`src/rtl/poly_sample_mixer.sv`:
```
// Polyphonic sample mixer.
// Once per codec frame it requests a sample from every voice and collects the
// samples from the active voices. It sums them one voice per cycle, then
// attenuates and saturates the sum. The result waits in a pending buffer until
// the next frame edge commits it to sample_out.
//
// Voice handshake: voice_ready[i] is a one-cycle valid for lane i of
// voice_samples. There is no back-pressure. Only the first ready from an
// active voice in a frame is taken. Any later ready, and any ready from an
// inactive voice, is dropped.
module poly_sample_mixer #(
    parameter int NUM_VOICES   = 4,
    parameter int SAMPLE_WIDTH = 16,
    parameter int TIMEOUT      = 255
) (
    input  logic                               clk,
    input  logic                               reset,
    input  logic                               new_frame,
    input  logic [NUM_VOICES-1:0]              voice_active,
    input  logic [NUM_VOICES*SAMPLE_WIDTH-1:0] voice_samples,
    input  logic [NUM_VOICES-1:0]              voice_ready,
    input  logic [1:0]                         attenuation,
    output logic                               generate_next_sample,
    output logic                               mix_ready,
    output logic [SAMPLE_WIDTH-1:0]            sample_out,
    output logic                               overrun,
    output logic                               timeout_flag,
    output logic                               clip_flag
);

    localparam int AW = SAMPLE_WIDTH + $clog2(NUM_VOICES) + 1;
    localparam int IW = (NUM_VOICES > 1) ? $clog2(NUM_VOICES) : 1;

    localparam logic signed [AW-1:0] SAT_MAX =
        {{(AW-SAMPLE_WIDTH+1){1'b0}}, {(SAMPLE_WIDTH-1){1'b1}}};
    localparam logic signed [AW-1:0] SAT_MIN =
        {{(AW-SAMPLE_WIDTH+1){1'b1}}, {(SAMPLE_WIDTH-1){1'b0}}};

    localparam logic [1:0] S_IDLE    = 2'd0;
    localparam logic [1:0] S_COLLECT = 2'd1;
    localparam logic [1:0] S_SUM     = 2'd2;
    localparam logic [1:0] S_FINISH  = 2'd3;

    logic [1:0]              state;
    logic                    new_frame_q;
    logic                    frame_edge;
    logic [NUM_VOICES-1:0]   active_mask;
    logic [NUM_VOICES-1:0]   got;
    logic [NUM_VOICES-1:0]   take;
    logic [NUM_VOICES-1:0]   got_next;
    logic                    all_got;
    logic [7:0]              tcount;
    logic [7:0]              tcount_next;
    logic                    timed_out;
    logic [IW-1:0]           idx;
    logic signed [AW-1:0]    acc;
    logic signed [AW-1:0]    slot_ext;
    logic signed [AW-1:0]    shifted;
    logic [SAMPLE_WIDTH-1:0] sat_val;
    logic                    sat_clip;
    logic [SAMPLE_WIDTH-1:0] pending;
    logic [SAMPLE_WIDTH-1:0] slot [NUM_VOICES];

    // Decode the frame edge and decide what the collect stage does this cycle.
    always_comb begin
        frame_edge  = new_frame & ~new_frame_q;
        take        = voice_ready & active_mask & ~got;
        got_next    = got | take;
        all_got     = ((got_next & active_mask) == active_mask);
        tcount_next = tcount + 8'd1;
        timed_out   = (tcount_next == 8'(TIMEOUT));
        slot_ext    = {{(AW-SAMPLE_WIDTH){slot[idx][SAMPLE_WIDTH-1]}}, slot[idx]};
    end

    // Attenuate the finished sum and clamp it to the output range.
    always_comb begin
        shifted  = acc >>> attenuation;
        sat_clip = 1'b0;
        sat_val  = shifted[SAMPLE_WIDTH-1:0];
        if (shifted > SAT_MAX) begin
            sat_val  = SAT_MAX[SAMPLE_WIDTH-1:0];
            sat_clip = 1'b1;
        end else if (shifted < SAT_MIN) begin
            sat_val  = SAT_MIN[SAMPLE_WIDTH-1:0];
            sat_clip = 1'b1;
        end
    end

    // Frame sequencing: a frame edge always restarts collection, whatever the state.
    always_ff @(posedge clk) begin
        if (reset) begin
            state                <= S_IDLE;
            new_frame_q          <= 1'b0;
            active_mask          <= '0;
            got                  <= '0;
            tcount               <= '0;
            idx                  <= '0;
            acc                  <= '0;
            pending              <= '0;
            sample_out           <= '0;
            generate_next_sample <= 1'b0;
            mix_ready            <= 1'b0;
            overrun              <= 1'b0;
            timeout_flag         <= 1'b0;
            clip_flag            <= 1'b0;
            for (int i = 0; i < NUM_VOICES; i++) slot[i] <= '0;
        end else begin
            new_frame_q          <= new_frame;
            generate_next_sample <= frame_edge;
            mix_ready            <= 1'b0;
            if (frame_edge) begin
                // Any mix still in flight is dropped, and the old pending value is repeated.
                if (state != S_IDLE) overrun <= 1'b1;
                sample_out  <= pending;
                active_mask <= voice_active;
                got         <= '0;
                tcount      <= '0;
                acc         <= '0;
                idx         <= '0;
                state       <= (voice_active == '0) ? S_SUM : S_COLLECT;
            end else begin
                case (state)
                    S_COLLECT: begin
                        for (int i = 0; i < NUM_VOICES; i++)
                            if (take[i]) slot[i] <= voice_samples[i*SAMPLE_WIDTH +: SAMPLE_WIDTH];
                        got    <= got_next;
                        tcount <= tcount_next;
                        if (all_got) begin
                            state <= S_SUM;
                            acc   <= '0;
                            idx   <= '0;
                        end else if (timed_out) begin
                            // A late voice contributes silence rather than a stale sample.
                            for (int i = 0; i < NUM_VOICES; i++)
                                if (active_mask[i] && !got_next[i]) slot[i] <= '0;
                            timeout_flag <= 1'b1;
                            state        <= S_SUM;
                            acc          <= '0;
                            idx          <= '0;
                        end
                    end
                    S_SUM: begin
                        if (active_mask[idx]) acc <= acc + slot_ext;
                        if (idx == IW'(NUM_VOICES-1)) state <= S_FINISH;
                        else idx <= idx + IW'(1);
                    end
                    S_FINISH: begin
                        pending   <= sat_val;
                        mix_ready <= 1'b1;
                        if (sat_clip) clip_flag <= 1'b1;
                        state     <= S_IDLE;
                    end
                    default: state <= S_IDLE;
                endcase
            end
        end
    end

endmodule

```
`config.mk`:
```
export PLATFORM = sky130hd
export DESIGN_NAME = poly_sample_mixer
export DESIGN_NICKNAME = d
export VERILOG_FILES = /design/src/rtl/poly_sample_mixer.sv
export SDC_FILE = /design/constraint.sdc
export NUM_CORES = 1
export LEC_CHECK = 0
export ABC_AREA = 1
export CAP_MARGIN = 20
export CORE_MARGIN = 2
export CORE_UTILIZATION = 35
export CTS_BUF_LIST = sky130_fd_sc_hd__clkbuf_2 sky130_fd_sc_hd__clkbuf_4 sky130_fd_sc_hd__clkbuf_8
export CTS_CLUSTER_SIZE = 40
export DETAILED_ROUTE_END_ITERATION = 7
export GPL_TIMING_DRIVEN = 0
export SLEW_MARGIN = 20
export SYNTH_ARGS = -nofsm -noshare
export SYNTH_HDL_FRONTEND = slang
export SYNTH_SLANG_ARGS = --single-unit
```
`constraint.sdc`:
```
create_clock -name clk -period 4.7 [get_ports clk]
set_clock_uncertainty 0.15 [all_clocks]
set_input_delay 0.94 -clock clk [delete_from_list [all_inputs] [get_ports clk]]
set_output_delay 0.94 -clock clk [all_outputs]
set_load 0.02 [all_outputs]
```
==> results.json <==
{
  "synth_ff_type": "dfxtp_1",
  "cap_violations": 0,
  "grt_pass1_vias": 6790,
  "cts-buffers-inserted": 17,
  "first_pass_iters": 4,
  "synth-simple-area-share": 0.225,
  "yosys_register_bits": 143,
  "initial_core_util": 0.358,
  "path_clk_slew_ns": 0.09,
  "holdCritPathClass": "reg -> reg",
  "cts_tree": "built",
  "synth_compound_area_frac": 0.196,
  "hold_viol": 0,
  "yosysTopAreaCell": "dfxtp_1",
  "critPathLaunchType": "input port",
  "cpMaxStageDelayCell": "nand3_1",
  "crit_path_max_incr_delay_ns": 0.74,
  "drive_above_1_share": 0.0621,
  "fin_util": 0.436,
  "die-height_um": 154,
  "syn-cell-area_um2": 7870,
  "critPathKind": "in -> reg",
  "drc": 0,
  "drt_iter0_markers": 373,
  "syn_inst": 1078,
  "setup_violations": 0,
  "design_area_um2": 9580,
  "peakVddDrop_mv": 0.158,
  "area_delta_synth_final_pct": 21.7,
  "period_needed_ns": 3.72,
  "synthArstFlopShare": 0,
  "num_rows": 54,
  "cts-hold-fix-buffers": 0,
  "crit_fanout": 16,
  "finalCritPeriodShare": 0.791,
  "synth.area.mux_share": 0.00763,
  "path_common_cell": "clkbuf_1",
  "status": "finished, final reports clean",
  "combPwrFrac": 0.190,
  "p_seq_frac": 0.469,
  "cts_max_level": 4,
  "clock_sinks": 143,
  "synthXorXnorAreaFrac": 0.0145,
  "total_power_uw": 2830,
  "die_x_um": 154,
  "slew-limit-headroom": 0.454,
  "switchingPower_uw": 924,
  "synthAdderAreaFrac": 0.0423,
  "cts_buffer_depth": 2,
  "synth_fp_nets": 1181,
  "fillers": 2250,
  "clkPwrFrac": 0.340,
  "drt_wl_total_um": 20100,
  "multi_input_area_um2": 3820,
  "slew_viol_final": 0,
  "core-area_um2": 22000,
  "tns_ns": 0,
  "final_nets": 1298,
  "grt_usage": 0.175,
  "io_buffers": 96,
  "switching_share": 0.327,
  "grt_pass1_wl_um": 33400,
  "p_int_uw": 1900,
  "path_cells": "clkdlybuf4s50_1 -> inv_1 -> clkbuf_1 -> clkbuf_1 -> nand3_1",
  "cp.arrival_ns": 3.56,
  "power_density_nw_per_um2": 295,
  "gp_congestion": 0.853,
  "clk_latency_ns": 0.47,
  "avgSynthCellArea_um2": 7.30,
  "power.leakage_uw": 0.00441,
  "yosysUniqueCellTypes": 49,
  "endpoint_kind": "flop",
  "pin_count": 98,
  "viasPerCell": 4.75,
  "post_dp_cell_area_um2": 9200,
  "ant_nets": 0,
  "synth.top_cell.area_share": 0.282,
  "antenna_found_initial": 0,
  "worst_slew_pin_slew_ns": 0.817,
  "regArea_um2": 3180,
  "post_cts_resized": 0,
  "cts_root_buf": "clkbuf_8",
  "seq_area_frac_synth": 0.405,
  "grt_max_degree": 17,
  "vias": 7075,
  "hold_slack_ns": 0.313,
  "dieArea_um2": 23700,
  "yosys_warnings": 0,
  "synth_edf_count": 32,
  "routedWlPerCell_um": 13.5,
  "synth_area_leaders": "dfxtp_1, edfxtp_1, nand2_1",
  "grt_setup_unrepaired": "no",
  "overflow": 0,
  "post_cts_buffers": 0,
  "detailed_place_hpwl_um": 16100,
  "fmax_mhz": 269,
  "synth_top_family_by_area": "simple AND/OR/NAND/NOR gates",
  "required_ns": 4.54,
  "diodes": 0
}
path summary, 6_finish.rpt:
kind	from	end	slack (ns)	cells after the start
worst min-delay path	clip_flag	clip_flag	0.31	2
worst min register to register	clip_flag	clip_flag	0.31	2
worst max register to register	flop	acc[17]	1.31	16
worst max-delay path	reset	slot[1][9]	0.98	5
layout make-up:
cell class | instances | share of cell area
plain buffers | 45 | 0.0230
clock buffers | 17 | 0.0244
clock inverters | 15 | 0.0154
inverters | 173 | 0.0678
multi-input cells | 717 | 0.398
flip-flops and latches | 143 | 0.332
well taps | 280 | 0.0366
repair buffers | 98 | 0.102
Yosys cell counts (all sizes together) (2+ instances only):
library cell,n
nor4,2
nand3b,4
xnor2,8
o21a,11
mux2i,6
a21oi,78
dfxtp,111
a21o,2
o31ai,3
o21ai,111
nand3,48
ha,25
inv,173
or2,5
buf,15
o211ai,4
edfxtp,32
nor3,8
a22o,16
nand4,8
nor2,149
xor2,5
a21boi,2
o22ai,18
o21bai,17
clkbuf,30
nand2,182
sequential cells by signal, summed over array words and instances (netlist names), 4 cells and up, named ones only:
signal       count
acc             19
sample_out      16
active_mask      4
pending         16
got              4
tcount           8
slot            64
metal layers:
| layer | up-vias | routed length (um) | track usage |
|---|---|---|---|
| li1 | 3755 | - | - |
| met1 | 3136 | 9840 | 0.234 |
| met2 | 161 | 9160 | 0.286 |
| met3 | 23 | 823 | 0.0361 |
| met4 | 0 | 297 | 0.0490 |
| met5 | - | 0 | 0 |
placed cells by master, fill, tap and decap left out, types with 5 or more instances in the layout:
master           Yosys  layout
nand2_1            177     177
inv_1              169     169
nor2_1             143     143
dfxtp_1            111     111
o21ai_0            104     104
clkdlybuf4s50_1      0      96
a21oi_1             78      78
nand3_1             43      43
edfxtp_1            32      32
clkbuf_1            30      30
ha_1                25      25
o22ai_1             18      18
o21bai_1            17      17
clkbuf_8             0      17
a22o_1              16      16
o21a_1              11      11
nand4_1              8       8
nor3_1               8       8
xnor2_1              8       8
buf_4                4       6
mux2i_1              6       6
xor2_1               5       5
buf_2                5       5
o21ai_1              5       5
inv_6                0       5
logic make-up (layout without fill, tap and decap cells):
logic type | count (synthesis) | in the layout
buf+inv | 218 | 348
fa+ha+maj | 26 | 26
xor+xnor | 13 | 13
flops | 143 | 143
simple gates | 407 | 407
compound gates | 265 | 265
mux | 6 | 6
stage by stage:
step           setup WS, ns  instances
2_1_floorplan          1.65       1078
3_3_place_gp          0.404       1454
3_5_place_dp          0.414       1456
4_1_cts               0.922       1488
5_1_grt               0.766       1488
6_report              0.982       1488
critical path: cells and delay by family:
| kind | cells | cell delay [ns] |
|---|---|---|
| AND/OR/NAND/NOR | 1 | 0.74 |
| buffers and inverters | 4 | 1.86 |
power by group through the flow:
stage	clock, uW	sequential (uW)	combinational (uW)
finish	962	1330	539
global route	1040	1330	608
CTS	977	1330	540
detailed placement	0	1360	538
global placement	0	1360	533
floorplan	0	1350	351
(Power assumes the default switching activity.)
